$ cat config.mk
export PLATFORM = sky130hd
export DESIGN_NAME = feature_defusion
export DESIGN_NICKNAME = d
export VERILOG_FILES = /design/src/rtl/fusion_pkg.sv /design/src/rtl/seq_div_u48.sv /design/src/rtl/feature_defusion.sv
export SDC_FILE = /design/constraint.sdc
export NUM_CORES = 2
export LEC_CHECK = 0
export ABC_AREA = 0
export BUFFER_PORTS_ARGS = -buffer_cell sky130_fd_sc_hd__buf_2
export CAP_MARGIN = 20
export CORE_AREA = 2 2 298 300
export DETAILED_ROUTE_END_ITERATION = 8
export DIE_AREA = 0 0 300 302
export GPL_TIMING_DRIVEN = 0
export PLACE_DENSITY = 0.7
export REMOVE_ABC_BUFFERS = 1
export SLEW_MARGIN = 20
export SYNTH_ARGS = -nofsm -noshare
export SYNTH_HDL_FRONTEND = slang
export SYNTH_SLANG_ARGS = --single-unit
$ cat constraint.sdc
create_clock -name clk -period 37 [get_ports clk]
set_clock_uncertainty 0.15 [all_clocks]
set_input_delay 3.7 -clock clk [delete_from_list [all_inputs] [get_ports clk]]
set_output_delay 3.7 -clock clk [all_outputs]
set_load 0.05 [all_outputs]
$ cat src/rtl/fusion_pkg.sv
// Shared parameters, state encoding and lane helpers for the feature defusion path.
package fusion_pkg;

   localparam int unsigned LANES     = 6;
   localparam int unsigned ELEM_W    = 32;
   localparam int unsigned FRAC_BITS = 16;
   localparam int unsigned WEIGHT_W  = 64;
   localparam int unsigned PAD_W     = 320;
   localparam int unsigned FEAT_W    = LANES * ELEM_W;
   localparam int unsigned FUSED_W   = FEAT_W + PAD_W;
   localparam int unsigned DVD_W     = ELEM_W + FRAC_BITS;
   localparam int unsigned LANE_W    = 3;
   localparam int unsigned DIV_CNT_W = 6;

   localparam logic [ELEM_W-1:0] Q_MAX = 32'h7FFF_FFFF;
   localparam logic [ELEM_W-1:0] Q_MIN = 32'h8000_0000;

   typedef enum logic [2:0] {IDLE, LOAD, DIV, STORE, OUT} state_e;

   // Magnitude of a signed element; 0x8000_0000 maps to 2^31 without overflow.
   function automatic logic [ELEM_W-1:0] mag_elem(input logic [ELEM_W-1:0] x);
      return x[ELEM_W-1] ? ELEM_W'(-x) : x;
   endfunction

   // Apply the result sign to a magnitude quotient and clamp to signed Q16.16.
   function automatic logic [ELEM_W-1:0] sat_lane(input logic [DVD_W-1:0] qmag,
                                                  input logic             neg);
      if (qmag == '0)
         return '0;
      if (neg)
         return (qmag > DVD_W'(Q_MIN)) ? Q_MIN : ELEM_W'(-qmag);
      return (qmag > DVD_W'(Q_MAX)) ? Q_MAX : ELEM_W'(qmag);
   endfunction

endpackage

$ cat src/rtl/seq_div_u48.sv
// Unsigned radix-2 restoring divider: 48-bit dividend by 64-bit divisor,
// one quotient bit per cycle for 48 cycles after start.
module seq_div_u48
   import fusion_pkg::*;
(
   input  logic                clk,
   input  logic                rst,
   input  logic                start,
   input  logic [DVD_W-1:0]    dividend,
   input  logic [WEIGHT_W-1:0] divisor,
   output logic                busy,
   output logic                done_c,
   output logic [DVD_W-1:0]    quotient
);

   logic                 busy_q, busy_d;
   logic [DIV_CNT_W-1:0] cnt_q, cnt_d;
   logic [WEIGHT_W-1:0]  rem_q, rem_d;
   logic [WEIGHT_W-1:0]  dvs_q, dvs_d;
   logic [DVD_W-1:0]     quo_q, quo_d;
   logic [WEIGHT_W:0]    shifted_c;

   // quo_q shifts dividend bits out of the top while quotient bits enter at the bottom
   always_comb begin
      busy_d    = busy_q;
      cnt_d     = cnt_q;
      rem_d     = rem_q;
      dvs_d     = dvs_q;
      quo_d     = quo_q;
      shifted_c = {rem_q, quo_q[DVD_W-1]};
      if (start) begin
         busy_d = 1'b1;
         cnt_d  = '0;
         rem_d  = '0;
         dvs_d  = divisor;
         quo_d  = dividend;
      end else if (busy_q) begin
         if (shifted_c >= {1'b0, dvs_q}) begin
            rem_d = WEIGHT_W'(shifted_c - {1'b0, dvs_q});
            quo_d = {quo_q[DVD_W-2:0], 1'b1};
         end else begin
            rem_d = shifted_c[WEIGHT_W-1:0];
            quo_d = {quo_q[DVD_W-2:0], 1'b0};
         end
         cnt_d = DIV_CNT_W'(cnt_q + 1'b1);
         if (cnt_q == DIV_CNT_W'(DVD_W - 1))
            busy_d = 1'b0;
      end
   end

   always_ff @(posedge clk or posedge rst) begin
      if (rst) begin
         busy_q <= 1'b0;
         cnt_q  <= '0;
         rem_q  <= '0;
         dvs_q  <= '0;
         quo_q  <= '0;
      end else begin
         busy_q <= busy_d;
         cnt_q  <= cnt_d;
         rem_q  <= rem_d;
         dvs_q  <= dvs_d;
         quo_q  <= quo_d;
      end
   end

   // High during the final iteration cycle; quotient is complete after this edge.
   assign done_c   = busy_q && (cnt_q == DIV_CNT_W'(DVD_W - 1));
   assign busy     = busy_q;
   assign quotient = quo_q;

endmodule

$ cat src/rtl/feature_defusion.sv
// Recovers six unscaled Q16.16 elements from a fused feature by dividing each
// lane by the attention weight through one shared sequential divider.
module feature_defusion
   import fusion_pkg::*;
(
   input  logic                clk,
   input  logic                rst,
   input  logic                in_valid,
   output logic                in_ready,
   input  logic [FUSED_W-1:0]  fused_feature,
   input  logic [WEIGHT_W-1:0] attention_weight,
   output logic                out_valid,
   input  logic                out_ready,
   output logic [FEAT_W-1:0]   V,
   output logic                div_by_zero,
   output logic                pad_error
);

   state_e                           state_q, state_d;
   logic [LANE_W-1:0]                lane_q, lane_d;
   logic [DIV_CNT_W-1:0]             div_cnt_q, div_cnt_d;
   logic [LANES-1:0][ELEM_W-1:0]     feat_q, feat_d;
   logic [LANES-1:0][ELEM_W-1:0]     v_q, v_d;
   logic [WEIGHT_W-1:0]              wt_q, wt_d;
   logic dz_q, dz_d, pad_q, pad_d;
   logic neg_q, neg_d, src_neg_q, src_neg_d, src_zero_q, src_zero_d;
   logic in_ready_q, in_ready_d, out_valid_q, out_valid_d;

   logic [ELEM_W-1:0]   elem_c;
   logic [DVD_W-1:0]    dividend_c;
   logic [WEIGHT_W-1:0] divisor_c;
   logic [DVD_W-1:0]    quotient;
   logic                div_start_c, div_busy, div_done_c;

   assign elem_c     = feat_q[lane_q];
   assign dividend_c = {mag_elem(elem_c), FRAC_BITS'(0)};
   assign divisor_c  = wt_q[WEIGHT_W-1] ? WEIGHT_W'(-wt_q) : wt_q;

   seq_div_u48 u_div (
      .clk      (clk),
      .rst      (rst),
      .start    (div_start_c),
      .dividend (dividend_c),
      .divisor  (divisor_c),
      .busy     (div_busy),
      .done_c   (div_done_c),
      .quotient (quotient)
   );

   always_comb begin
      state_d     = state_q;
      lane_d      = lane_q;
      div_cnt_d   = div_cnt_q;
      feat_d      = feat_q;
      v_d         = v_q;
      wt_d        = wt_q;
      dz_d        = dz_q;
      pad_d       = pad_q;
      neg_d       = neg_q;
      src_neg_d   = src_neg_q;
      src_zero_d  = src_zero_q;
      div_start_c = 1'b0;
      unique case (state_q)
         IDLE: begin
            if (in_valid && in_ready_q) begin
               feat_d  = fused_feature[FEAT_W-1:0];
               wt_d    = attention_weight;
               dz_d    = (attention_weight == '0);
               pad_d   = |fused_feature[FUSED_W-1:FEAT_W];
               lane_d  = '0;
               state_d = LOAD;
            end
         end
         LOAD: begin
            neg_d       = elem_c[ELEM_W-1] ^ wt_q[WEIGHT_W-1];
            src_neg_d   = elem_c[ELEM_W-1];
            src_zero_d  = (elem_c == '0);
            div_start_c = !dz_q && !div_busy;
            div_cnt_d   = '0;
            state_d     = DIV;
         end
         // A zero weight leaves the divider idle but keeps the same lane timing
         DIV: begin
            div_cnt_d = DIV_CNT_W'(div_cnt_q + 1'b1);
            if (dz_q ? (div_cnt_q == DIV_CNT_W'(DVD_W - 1)) : div_done_c)
               state_d = STORE;
         end
         STORE: begin
            if (dz_q)
               v_d[lane_q] = src_zero_q ? '0 : (src_neg_q ? Q_MIN : Q_MAX);
            else
               v_d[lane_q] = sat_lane(quotient, neg_q);
            if (lane_q == LANE_W'(LANES - 1)) begin
               state_d = OUT;
            end else begin
               lane_d  = LANE_W'(lane_q + 1'b1);
               state_d = LOAD;
            end
         end
         OUT: begin
            if (out_ready)
               state_d = IDLE;
         end
         default: state_d = IDLE;
      endcase
      in_ready_d  = (state_d == IDLE);
      out_valid_d = (state_d == OUT);
   end

   always_ff @(posedge clk or posedge rst) begin
      if (rst) begin
         state_q     <= IDLE;
         lane_q      <= '0;
         div_cnt_q   <= '0;
         feat_q      <= '0;
         v_q         <= '0;
         wt_q        <= '0;
         dz_q        <= 1'b0;
         pad_q       <= 1'b0;
         neg_q       <= 1'b0;
         src_neg_q   <= 1'b0;
         src_zero_q  <= 1'b0;
         in_ready_q  <= 1'b1;
         out_valid_q <= 1'b0;
      end else begin
         state_q     <= state_d;
         lane_q      <= lane_d;
         div_cnt_q   <= div_cnt_d;
         feat_q      <= feat_d;
         v_q         <= v_d;
         wt_q        <= wt_d;
         dz_q        <= dz_d;
         pad_q       <= pad_d;
         neg_q       <= neg_d;
         src_neg_q   <= src_neg_d;
         src_zero_q  <= src_zero_d;
         in_ready_q  <= in_ready_d;
         out_valid_q <= out_valid_d;
      end
   end

   assign in_ready    = in_ready_q;
   assign out_valid   = out_valid_q;
   assign V           = v_q;
   assign div_by_zero = dz_q;
   assign pad_error   = pad_q;

endmodule

; Word level (Yosys, flattened, before mapping)
; Cells that the tools add are included.
[word_totals]
ff_bits = 650
latch_bits = 0
mem_bits_rw = 0
rom_bits = 0
wordCells = 116
mem_count = 0
[op_classes]
add_sub_neg = 7
mul = 0
div = 0
magnitude_cmp = 5
n_eq_ne = 10
shift = 0
mux = 48
n_bitwise = 1
reduce_logical = 17
[ops]
columns = cell, n
row1 = 2-to-1 mux 32 bit, 13
row2 = bitwise mux 192 bit, 2
row3 = OR reduction 320 bit, 1
row4 = 2-to-1 mux 64 bit, 4
row5 = 2-to-1 mux 192 bit, 1
row6 = binary-select mux 32 bit (select 3 bit), 1
row7 = demux 32 bit (select 3 bit), 1
row8 = 2-to-1 mux 48 bit, 2
row9 = >= comparator 65 x 64 -> 1 bit, 1
row10 = logical NOT 64 bit, 1
row11 = negator 32 bit, 2
row12 = negator 64 bit, 1
row13 = subtractor 64 bit, 1
row14 = "> comparator 48 x 31 -> 1 bit, second input constant", 1
row15 = "> comparator 48 x 32 -> 1 bit, second input constant", 1
row16 = logical NOT 48 bit, 1
row17 = logical NOT 32 bit, 1
row18 = 2-to-1 mux 3 bit, 6
row19 = case mux 3 bit (5 select lines), 1
row20 = 2-to-1 mux 1 bit, 13
row21 = "adder 6 x 1 -> 6 bit, second input constant", 2
row22 = "equality test 6 bit, second input constant", 2
row23 = 2-to-1 mux 6 bit, 2
row24 = case mux 6 bit (2 select lines), 1
row25 = other kinds (15), 26

; Logic depth before layout (Yosys ltp)
[logic_depth]
depth_word = 13
depth_mapped = 15
depth_no_buf = 13

; By module
; A second synthesis with hierarchy kept.
[unflattened]
cells_unflattened = 3542
hier_area_um2 = 35414.0
[by_module_without_submodules]
columns = module, n_inst, cells_per_inst, area_per_inst_um2, seq_area_each_um2
row1 = feature_defusion, 1, 2127, 23608.9, 11687.5
row2 = seq_div_u48, 1, 1415, 11805.1, 4579.4

; Least setup slack after synthesis
; Ideal clock, no wire load.
[synth_timing]
kind = input port to flip-flop
startpoint = in in_valid
endpoint = reg wt_q[63]
setup_time_ns = 0.066
arrival_time_ns = 4.802
required_time_ns = 36.784
path_slack_ns = 31.982
path_stages = 6
path_buffers = 2
path_cell_list = nand3_1 > nor2_1 > clkbuf_1 > clkbuf_1 > nand2_1 > nand2_1
[synth_between]
elab_chain_len = 2
[synth_rtl]
columns = element, line_no
row1 = "start, declared", feature_defusion.sv:8  ; input logic in_valid,
row2 = logical AND 1 bit, feature_defusion.sv:65  ; if (in_valid && in_ready_q) begin
row3 = AND reduction 2 bit (no line), -
row4 = "end signal, assigned", feature_defusion.sv:131  ; wt_q <= wt_d;
row5 = "end, declared", feature_defusion.sv:24  ; logic [WEIGHT_W-1:0] wt_q, wt_d;
; No other way between the ends.
; A chain may end at the register's enable or synchronous reset.

; Worst setup path in the final report
[layout_timing]
startpoint = reg dz_q, in the netlist div_by_zero
endpoint = out div_by_zero
[layout_lines]
columns = element, line_no
row1 = "start, declared", feature_defusion.sv:25  ; logic dz_q, dz_d, pad_q, pad_d;
row2 = "start signal, assigned", feature_defusion.sv:132  ; dz_q <= dz_d;
row3 = "end, declared", feature_defusion.sv:15  ; output logic div_by_zero,
; No word-level cell between the ends.

==> flow_metrics.tcl <==
set metrics [dict create \
    power_mw 4.58 \
    grt_overflow 0 \
    synth_mux_area_share_pct 2.69 \
    peakVddDrop_uv 70.8 \
    mostFrequentLayoutCell "nand2_1" \
    clock-sinks 650 \
    hold_start "feat_q[100]" \
    cts-root-buf "clkbuf_16" \
    worstSetupEndpointType "output pin" \
    p_seq_share_pct 28.7 \
    synth_top_area_share_pct 46.7 \
    finalSetupViolCount 0 \
    synth-main-ff-cell "dfrtp_1" \
    ios 776 \
    fin_area_sq_um 43200 \
    netlist_top_cells_area "dfrtp_1 (47%), nand2_1 (13%), a21oi_1 (3.7%)" \
    crit_family "flip-flops" \
    slew_viol_final 0 \
    syn_area_sq_um 34800 \
    fin_crit_sh_pct 16.2 \
    cp.arrival_ps 2140 \
    combPwrFrac_pct 53.9 \
    status "finished clean" \
    clock_latency_ps 650 \
    chipHeight_microns 302 \
    worstPathMaxFanout 15 \
    grt_max_degree 103 \
    cts_max_path_buffers 3 \
    io_buffers 775 \
    syn_inst 4128 \
    min_path_cells 2 \
    dr.pass1.iters 6 \
    dieArea_sq_um 90600 \
    yosys_warnings 0 \
    final_antenna_net_count 0 \
    maxCapViolations 0 \
    max_freq_ghz 0.167 \
    synth_top_family_by_area "simple AND/OR/NAND/NOR gates" \
    crit_buf_inv 1 \
    finalNonFillerCells 6024 \
    drt_iter0_drc 3197 \
    dpl_cell_area_sq_um 40400 \
    ctsResizeCount 0 \
    fin_crit_ps 5990 \
    htreeDepth 3 \
    grt_pass1_vias 32100 \
    vias 33700 \
    reg2regPathDepth 11 \
    routed_wl_microns 141000 \
    ys_types 83 \
    clkPwrFrac_pct 17.3 \
    synthXorXnorAreaFrac_pct 3.75 \
    hp-class "flop to flop" \
    dp_cells 5867 \
    fin_tns_setup_ps 0 \
    post_drt_wl_per_cell_microns 23.4 \
    nets 5432 \
    drive_above_1_share_pct 22.5 \
    rsz0062_at_grt "no" \
    grt_pass1_wl_microns 205000 \
    cts_buffers 76 \
    synth_compound_area_share_pct 16.0 \
    via_per_inst 5.59 \
    yosysTopAreaCell "dfrtp_1" \
    async_flop_share_pct 100 \
    core_sq_um 87600 \
    synth_edf_count 0 \
    post_cts_buffers 0 \
    swShare_pct 48.1 \
    pre_cts_ws_ps 30650 \
    ys_seq_area_share_pct 46.8 \
    crit_path_top_delay_cell "dfrtp_1" \
    startpoint_type "flop" \
    path_cells "buf_2" \
    initial_core_util_pct 39.7 \
    syn_area_per_cell_sq_um 8.42 \
    timing.rr.start "lane_q[1]" \
    max_stage_delay_ps 1050 \
    hpwlAfterDp_microns 109000 \
    cts_tree "yes" \
    finalWeightedCongestion 0.968 \
    dieWidth_microns 300 \
    clk_pin_slew_ps 50 \
    hold_end "feat_q[100]" \
    max-slew-margin-rel_pct 16.2 \
    fin_ws_ps 31010 \
    r2r_end "u_div.quotient[32]" \
    grt_util_all_layers_pct 30.3 \
    drc_errors 0 \
    reg2reg_slack_ps 31870 \
    synth-seq-cells 650 \
    power_switching_mw 2.21 \
    synth_fa_ha_area_share_pct 2.61 \
    worstSetupPathType "flop to output pin" \
    cts_hold_buf 0 \
    final_cell_mix "nand2_1 (1,222), buf_2 (775), dfrtp_1 (643)" \
    p_leak_nw 20.6 \
    cp_data_required_time_ps 33150 \
    p_per_area_nw_per_um2 106 \
    p_int_mw 2.38 \
    yosys.area_share.simple_pct 24.2 \
    hold_viol_final 0 \
    rows 109 \
    syn_to_final_growth_pct 24.1 \
    tightest_slew_ps 1250 \
    antenna_found_initial 46 \
]
==> final cells by class <==
type                       count  area, sq um
antenna                       22         55.1
clock buffer                 110         2210
clock inverter                25          434
fill                        8521        44400
inverter                     104          400
multi-input combinational   3118        17400
sequential                   650        16300
tap                         1165         1460
timing repair buffer         830         4920
==> cell families after synthesis <==
logic type,after synthesis
AOI/OAI and AO/OA,857
adders and majority gates,72
and+or+nand+nor,1963
muxes,77
DFF,650
buffers and inverters,360
xor gates and xnor gates,149
==> registers in the layout (all words and copies together), names as in the netlist <==
signal / flops
V: 192
div_cnt_q: 6
u_div.dvs_q: 64
src_zero_q: 1
u_div.cnt_q: 6
state_q: 3
src_neg_q: 1
neg_q: 1
u_div.busy: 1
lane_q: 3
pad_error: 1
wt_q: 64
div_by_zero: 1
out_valid: 1
in_ready: 1
u_div.quotient: 48
feat_q: 192
u_div.rem_q: 64
==> synth_stat cells (14+ instances only) <==
library cell     n
nand2_1       1223
dfrtp_1        649
nor2_1         279
a21oi_1        259
clkbuf_1       231
o21ai_0        201
nor4_1         119
inv_1          102
nand3_1        100
xor2_1          93
ha_1            71
a221o_1         60
nand4_1         59
xnor2_1         56
mux2_2          43
nor3_1          41
a31oi_1         37
o31ai_1         32
a22oi_1         28
a21o_1          26
mux2i_1         25
or3_1           22
a32oi_1         21
and3_1          20
o221ai_1        18
o22ai_1         18
o21a_1          17
nor2b_1         16
or2_2           16
nand2b_1        15
o211ai_1        15
and2_1          14
==> power groups by stage <==
stage               sequential (mW)  clock (mW)  combinational, mW
global placement               1.34           0               2.36
floorplan                      1.55           0               1.45
global route                   1.36       0.836               2.70
finish                         1.32       0.794               2.47
CTS                            1.31       0.808               2.46
detailed placement             1.32           0               2.44
==> per-layer routing <==
layer	global-route usage [%]	vias up	wire, microns
met5	0	-	231
met4	22.0	38	11400
met3	5.87	352	9320
met2	49.6	1281	66900
met1	35.9	16300	53100
li1	-	15700	-
==> through the flow <==
stage	util [%]	hold slack [ps]
floorplan	-	289
global placement	44.7	305
detailed placement	46.2	307
CTS	49.2	321
global route	49.3	343
finish	49.3	317
==> worst max path at each step <==
stage                  startpoint           to  cells after the start
2_1_floorplan                 rst         V[0]                      1
3_3_place_gp                  rst        V[60]                      2
3_5_place_dp   fused_feature[442]    pad_error                      7
4_1_cts               div_by_zero  div_by_zero                      1
5_1_grt               div_by_zero  div_by_zero                      1
6_report              div_by_zero  div_by_zero                      1
(Power assumes the default switching activity.)
